**src/rtl/ct_idu_is_aiq_lch_sched.sv**
```systemverilog
// ---------------------------------------------------------------------------
// ct_idu_is_aiq_lch_sched
//
// Launch scheduler for one ALU issue queue. It allocates free entries to up
// to two creates per cycle and keeps a relative-age matrix. Each cycle it
// picks the oldest valid entry whose source launch-ready bits are all set.
// That pick is held in a registered issue slot until the execution pipe
// accepts it.
//
// Ports
//   y_clk          clock, all state updates on the rising edge
//   cpurst         synchronous active-high reset
//   create0_en     create request, port 0 (older of a pair)
//   create1_en     create request, port 1 (younger); only honoured with port 0
//   entry_lch_rdy  per-entry source-ready bits, entry i at [i*SRC +: SRC]
//   flush          invalidates the whole queue and the issue slot
//   pipe_stall     pipe cannot accept the held issue this cycle
//   alloc0_entry   one-hot lowest free entry (0 if none)
//   alloc1_entry   one-hot second-lowest free entry (0 if fewer than two)
//   alloc0_rdy     at least one entry free
//   alloc1_rdy     at least two entries free
//   entry_vld      per-entry valid
//   issue_vld      issue slot holds an entry
//   issue_entry    one-hot entry held in the issue slot
//   issue_ptr      binary index of issue_entry
//   entry_cnt      number of valid entries
//   full / empty   entry_cnt == ENTRY / entry_cnt == 0
//
// No output depends combinationally on any input; every output is a
// function of registered state only.
// ---------------------------------------------------------------------------
module ct_idu_is_aiq_lch_sched #(
  parameter int ENTRY = 8,
  parameter int SRC   = 3,
  parameter int PTRW  = 3
) (
  input  logic                   y_clk,
  input  logic                   cpurst,
  input  logic                   create0_en,
  input  logic                   create1_en,
  input  logic [ENTRY*SRC-1:0]   entry_lch_rdy,
  input  logic                   flush,
  input  logic                   pipe_stall,
  output logic [ENTRY-1:0]       alloc0_entry,
  output logic [ENTRY-1:0]       alloc1_entry,
  output logic                   alloc0_rdy,
  output logic                   alloc1_rdy,
  output logic [ENTRY-1:0]       entry_vld,
  output logic                   issue_vld,
  output logic [ENTRY-1:0]       issue_entry,
  output logic [PTRW-1:0]        issue_ptr,
  output logic [PTRW:0]          entry_cnt,
  output logic                   full,
  output logic                   empty
);

  localparam int CNTW = PTRW + 1;

  // -------------------------------------------------------------------------
  // State
  //   vld            per-entry valid
  //   age[j][i] = 1  entry j is older than entry i
  //   issue slot     issue_vld / issue_entry (registered outputs)
  // -------------------------------------------------------------------------
  logic [ENTRY-1:0]             vld;
  logic [ENTRY-1:0][ENTRY-1:0]  age;

  logic [ENTRY-1:0]             vld_nxt;
  logic [ENTRY-1:0][ENTRY-1:0]  age_nxt;

  logic [ENTRY-1:0]             free;
  logic [ENTRY-1:0]             free_rest;
  logic [ENTRY-1:0]             elig;
  logic [ENTRY-1:0]             sel;

  logic                         do_create0;
  logic                         do_create1;
  logic                         accept;
  logic                         load;

  // -------------------------------------------------------------------------
  // Allocation: lowest and second-lowest free entries from the current vld.
  // A freed entry only shows up here once its vld has actually cleared, so
  // it is never handed out in the cycle it is being accepted.
  // -------------------------------------------------------------------------
  // NOTE: every variable assigned in always_comb gets a default before any
  // conditional assignment, so no latch can be inferred; blocking '=' is
  // correct here because these are combinational temporaries.
  always_comb begin
    free         = ~vld;
    alloc0_entry = '0;
    for (int i = ENTRY - 1; i >= 0; i--) begin
      if (free[i]) begin
        alloc0_entry    = '0;
        alloc0_entry[i] = 1'b1;
      end
    end

    free_rest    = free & ~alloc0_entry;
    alloc1_entry = '0;
    for (int i = ENTRY - 1; i >= 0; i--) begin
      if (free_rest[i]) begin
        alloc1_entry    = '0;
        alloc1_entry[i] = 1'b1;
      end
    end

    alloc0_rdy = |free;
    alloc1_rdy = |free_rest;
  end

  // Creates without a matching free entry are silently dropped; port 1 is
  // meaningful only as the younger half of a pair with port 0.
  assign do_create0 = create0_en & alloc0_rdy;
  assign do_create1 = create0_en & create1_en & alloc1_rdy;

  // The slot reloads whenever it is empty or its content leaves this cycle.
  assign accept = issue_vld & ~pipe_stall;
  assign load   = ~issue_vld | ~pipe_stall;

  // -------------------------------------------------------------------------
  // Eligibility and oldest-ready select. The entry already sitting in the
  // issue slot is excluded, so a reload in the accept cycle never picks the
  // entry that is leaving.
  // -------------------------------------------------------------------------
  always_comb begin
    elig = '0;
    sel  = '0;
    for (int i = 0; i < ENTRY; i++) begin
      elig[i] = vld[i] & (&entry_lch_rdy[i*SRC +: SRC])
              & ~(issue_vld & issue_entry[i]);
    end
    for (int i = 0; i < ENTRY; i++) begin
      sel[i] = elig[i];
      for (int j = 0; j < ENTRY; j++) begin
        if (j != i && elig[j] && age[j][i]) begin
          sel[i] = 1'b0;
        end
      end
    end
  end

  // -------------------------------------------------------------------------
  // Next-state for vld and the age matrix.
  //   create of n : column n <- current vld, row n <- 0
  //   dual create : the port-0 entry is also older than the port-1 entry
  //   accept of n : row n and column n cleared
  // Port 0 is processed before port 1 so that clearing row alloc0 cannot
  // erase the age[alloc0][alloc1] bit.
  // -------------------------------------------------------------------------
  always_comb begin
    vld_nxt = vld;
    age_nxt = age;

    if (do_create0) begin
      vld_nxt = vld_nxt | alloc0_entry;
      for (int n = 0; n < ENTRY; n++) begin
        if (alloc0_entry[n]) begin
          for (int r = 0; r < ENTRY; r++) begin
            age_nxt[r][n] = vld[r];
          end
          age_nxt[n] = '0;
        end
      end
    end

    if (do_create1) begin
      vld_nxt = vld_nxt | alloc1_entry;
      for (int n = 0; n < ENTRY; n++) begin
        if (alloc1_entry[n]) begin
          for (int r = 0; r < ENTRY; r++) begin
            age_nxt[r][n] = vld[r] | alloc0_entry[r];
          end
          age_nxt[n] = '0;
        end
      end
    end

    if (accept) begin
      vld_nxt = vld_nxt & ~issue_entry;
      for (int n = 0; n < ENTRY; n++) begin
        if (issue_entry[n]) begin
          age_nxt[n] = '0;
          for (int r = 0; r < ENTRY; r++) begin
            age_nxt[r][n] = 1'b0;
          end
        end
      end
    end
  end

  // -------------------------------------------------------------------------
  // State registers. Flush shares the reset path: it wins over creates and
  // accepts in the same cycle and empties the issue slot.
  // -------------------------------------------------------------------------
  // NOTE: sequential state uses non-blocking '<=' only, so every register
  // samples the pre-edge values of the others. The age matrix is reset along
  // with vld: it is small flop storage, and a clean matrix keeps stale order
  // bits from ever being observable.
  always_ff @(posedge y_clk) begin
    if (cpurst || flush) begin
      vld         <= '0;
      age         <= '0;
      issue_vld   <= 1'b0;
      issue_entry <= '0;
    end else begin
      vld <= vld_nxt;
      age <= age_nxt;
      if (load) begin
        issue_vld   <= |sel;
        issue_entry <= sel;
      end
    end
  end

  // -------------------------------------------------------------------------
  // Derived outputs
  // -------------------------------------------------------------------------
  assign entry_vld = vld;

  always_comb begin
    issue_ptr = '0;
    for (int i = 0; i < ENTRY; i++) begin
      if (issue_entry[i]) begin
        issue_ptr = PTRW'(i);
      end
    end
  end

  always_comb begin
    entry_cnt = '0;
    for (int i = 0; i < ENTRY; i++) begin
      entry_cnt = entry_cnt + CNTW'(vld[i]);
    end
  end

  assign full  = (entry_cnt == CNTW'(ENTRY));
  assign empty = (entry_cnt == '0);

endmodule

```
**config.mk**
```make
export PLATFORM = sky130hd
export DESIGN_NAME = ct_idu_is_aiq_lch_sched
export DESIGN_NICKNAME = d
export VERILOG_FILES = /design/src/rtl/ct_idu_is_aiq_lch_sched.sv
export SDC_FILE = /design/constraint.sdc
export NUM_CORES = 1
export LEC_CHECK = 0
export BUFFER_PORTS_ARGS = -buffer_cell sky130_fd_sc_hd__clkbuf_2
export CAP_MARGIN = 10
export CORE_AREA = 2 2 107 109
export DETAILED_ROUTE_END_ITERATION = 10
export DIE_AREA = 0 0 109 111
export PLACE_DENSITY = 0.63
export SLEW_MARGIN = 0
export SYNTH_ARGS = -nofsm -noshare
export SYNTH_HDL_FRONTEND = slang
export SYNTH_SLANG_ARGS = --single-unit
export TNS_END_PERCENT = 5
```
**constraint.sdc**
```tcl
create_clock -name y_clk -period 9.1 [get_ports y_clk]
set_input_delay 1.82 -clock y_clk [delete_from_list [all_inputs] [get_ports y_clk]]
set_output_delay 1.82 -clock y_clk [all_outputs]
set_load 0.03 [all_outputs]
```
==> impl_metrics.tcl <==
set metrics [dict create \
    synth_cells 557 \
    die_h_um 111 \
    syn-num-nets 597 \
    period_needed_ns 5.772 \
    antenna_left 0 \
    clockBufferDepth 2 \
    maxCapViolations 0 \
    clock_latency_ns 0.35 \
    worst_setup_path_start_kind "flop" \
    synth_warnings 0 \
    route.vias.total 4904 \
    fill_cells 1114 \
    clock.fmax_mhz 173.3 \
    rsz0062_at_grt "no" \
    ys_async_sr_fraction_pct 0 \
    ys_seq_elements 73 \
    fin_area_mm2 0.004995 \
    hold_viol 0 \
    crit_arrival_ns 3.95 \
    coreArea_mm2 0.01108 \
    crit_family "adder cells" \
    grt_pass1_wl_um 26470 \
    final.period_utilization_pct 63.43 \
    n_antenna_cell 0 \
    crit_start "entry_vld[3]" \
    endpoint_kind "output pin" \
    netlist_area_mm2 0.004248 \
    areaGrowthSynthToFinish_pct 17.58 \
    final_cells 756 \
    synth_top_area_share_pct 34.40 \
    cts_buffers 9 \
    io_buffers 72 \
    grt_max_degree 23 \
    finalWirelength_um 17370 \
    critPathKind "flop to output pin" \
    path_clk_slew_ns 0.06 \
    dieWidth_um 109 \
    crit_chain "fa_1 > inv_1 > fa_1 > fa_1 > inv_1 > ha_1 > inv_1 > fa_1 > nand2b_1 > nor3b_1 > clkbuf_2" \
    worstHoldStart "age[3]" \
    path_common_cell "fa_1" \
    vias_per_cell 6.487 \
    drtIter0Drc 631 \
    gp_congestion 0.9880 \
    clock_tree.root_cell "clkbuf_16" \
    cts.sinks 73 \
    fin_skew_ns 0.009729 \
    grt_usage_pct 29.31 \
    cpPeakStageDelay_ns 0.75 \
    ir_worst_vdd_mv 0.08307 \
    synth-main-ff-cell "dfxtp_1" \
    synth_edf_count 0 \
    cts_resized 0 \
    leakage_nw 1.921 \
    grt_overflow 0 \
    ys_seq_area_share_pct 34.40 \
    min_path_type "flop to flop" \
    first_global_vias 4642 \
    post_cts_buffers 0 \
    final-setup-viol-count 0 \
    r2r_start "entry_vld[0]" \
    required_ns 7.28 \
    ys_types 65 \
    synthTopCellsByArea "dfxtp_1 34%, nand2_1 6.9%, a21oi_1 6.8%" \
    fin_tns_setup_ns 0 \
    yosys-top-cells-count "78 x nand2_1, 73 x dfxtp_1, 58 x a21oi_1, 36 x nor2_1" \
    slew_viol_final 0 \
    place_inst 740 \
    cts_tree "yes" \
    power_density_mw_per_mm2 158.1 \
    drtPass1Iterations 6 \
    htreeDepth 3 \
    status "completed" \
    cts_hold_buf 0 \
    slowest_stage "dfxtp_1" \
    nets 648 \
    tightest_slew_ns 1.001 \
    drc 0 \
    rows 39 \
    post_drt_wl_per_cell_um 22.98 \
    syn_avg_cell_area_um2 7.626 \
    die-area_mm2 0.01210 \
    yosysTopAreaCell "dfxtp_1" \
    start_util_pct 38.35 \
    hpwl_um 12990 \
    relSlewSlack_pct 33.24 \
    synth.most_common_cell "nand2_1" \
    boundaryPins 74 \
    post_dp_cell_area_mm2 0.004656 \
    antenna_found_initial 0 \
    worstPathMaxFanout 20 \
    critPathBufInv 4 \
    drive_gt1_share_pct 16.97 \
]
==> through the flow <==
step | hold WS [ns] | power, mW | setup WS [ns] | util [%]
4_1_cts | 0.4553 | 0.7872 | 3.340 | 45.09
3_5_place_dp | 0.4468 | 0.3869 | 3.704 | 42.03
2_1_floorplan | 0.4311 | 0.3652 | 3.459 | -
6_report | 0.4555 | 0.7895 | 3.328 | 45.09
5_1_grt | 0.4820 | 0.8063 | 3.144 | 45.09
3_3_place_gp | 0.4440 | 0.3871 | 3.789 | 42.03
==> flip-flops by register name, indices dropped and copies added, names as in the netlist <==
signal / cells
issue_entry: 8
issue_vld: 1
entry_vld: 8
age: 56
==> worst reg2reg max path: cells and delay by family, from the launching register on <==
kind	cells	cell delay (ns)
and+or+nand+nor	4	1.80
DFF	1	0.71
adders and majority gates	1	0.48
buffers and inverters	1	0.21
==> worst paths after layout <==
kind	endpoint	slack [ns]	cells after the start
max	full	3.33	11
min	age[3]	0.46	2
min reg2reg	age[3]	0.46	2
max reg2reg	age[40]	5.76	6
==> cells in the final DEF (no fill, tap or decap), drive strengths merged, types with 13 or more instances in the layout <==
cell    count
inv        18
dfxtp      73
and4       13
nand2      78
and3       13
o21ai      31
clkbuf     83
a21oi      58
nor2       37
nor3       31
nand3      31
==> area by class of cell <==
| cell class | instances | area (µm²) | share of cell area, % |
|---|---|---|---|
| Sequential cell | 73 | 1461 | 29.26 |
| Timing Repair Buffer | 73 | 367.9 | 7.365 |
| Clock buffer | 11 | 252.7 | 5.060 |
| Clock inverter | 5 | 86.33 | 1.728 |
| Inverter | 17 | 63.81 | 1.278 |
| Tap cell | 143 | 178.9 | 3.582 |
| Multi-Input combinational cell | 434 | 2584 | 51.73 |
==> metal layers <==
layer	track usage, %	vias up	share of wire (%)
li1	-	2175	-
met3	7.290	66	12
met4	16.24	0	4.3
met5	0	-	0
met1	37.75	2288	38
met2	44.31	375	45
==> power breakdown <==
group	internal, mW	switching [mW]
sequential	0.322	0.00437
combinational	0.0157	0.0399
clock	0.257	0.151
total	0.595	0.195
==> kinds of logic (layout without fill, tap and decap cells) <==
logic type	after synthesis	count (layout)	synth area share [%]
and+or+nand+nor	250	250	30.19
AOI/OAI and AO/OA	168	168	25.80
DFF	73	73	34.40
buffers and inverters	50	106	4.772
adders and majority gates	11	11	3.888
xor gates and xnor gates	3	3	0.6187
other	1	1	0.08828
muxes	1	1	0.2357
(Power assumes the default switching activity.)
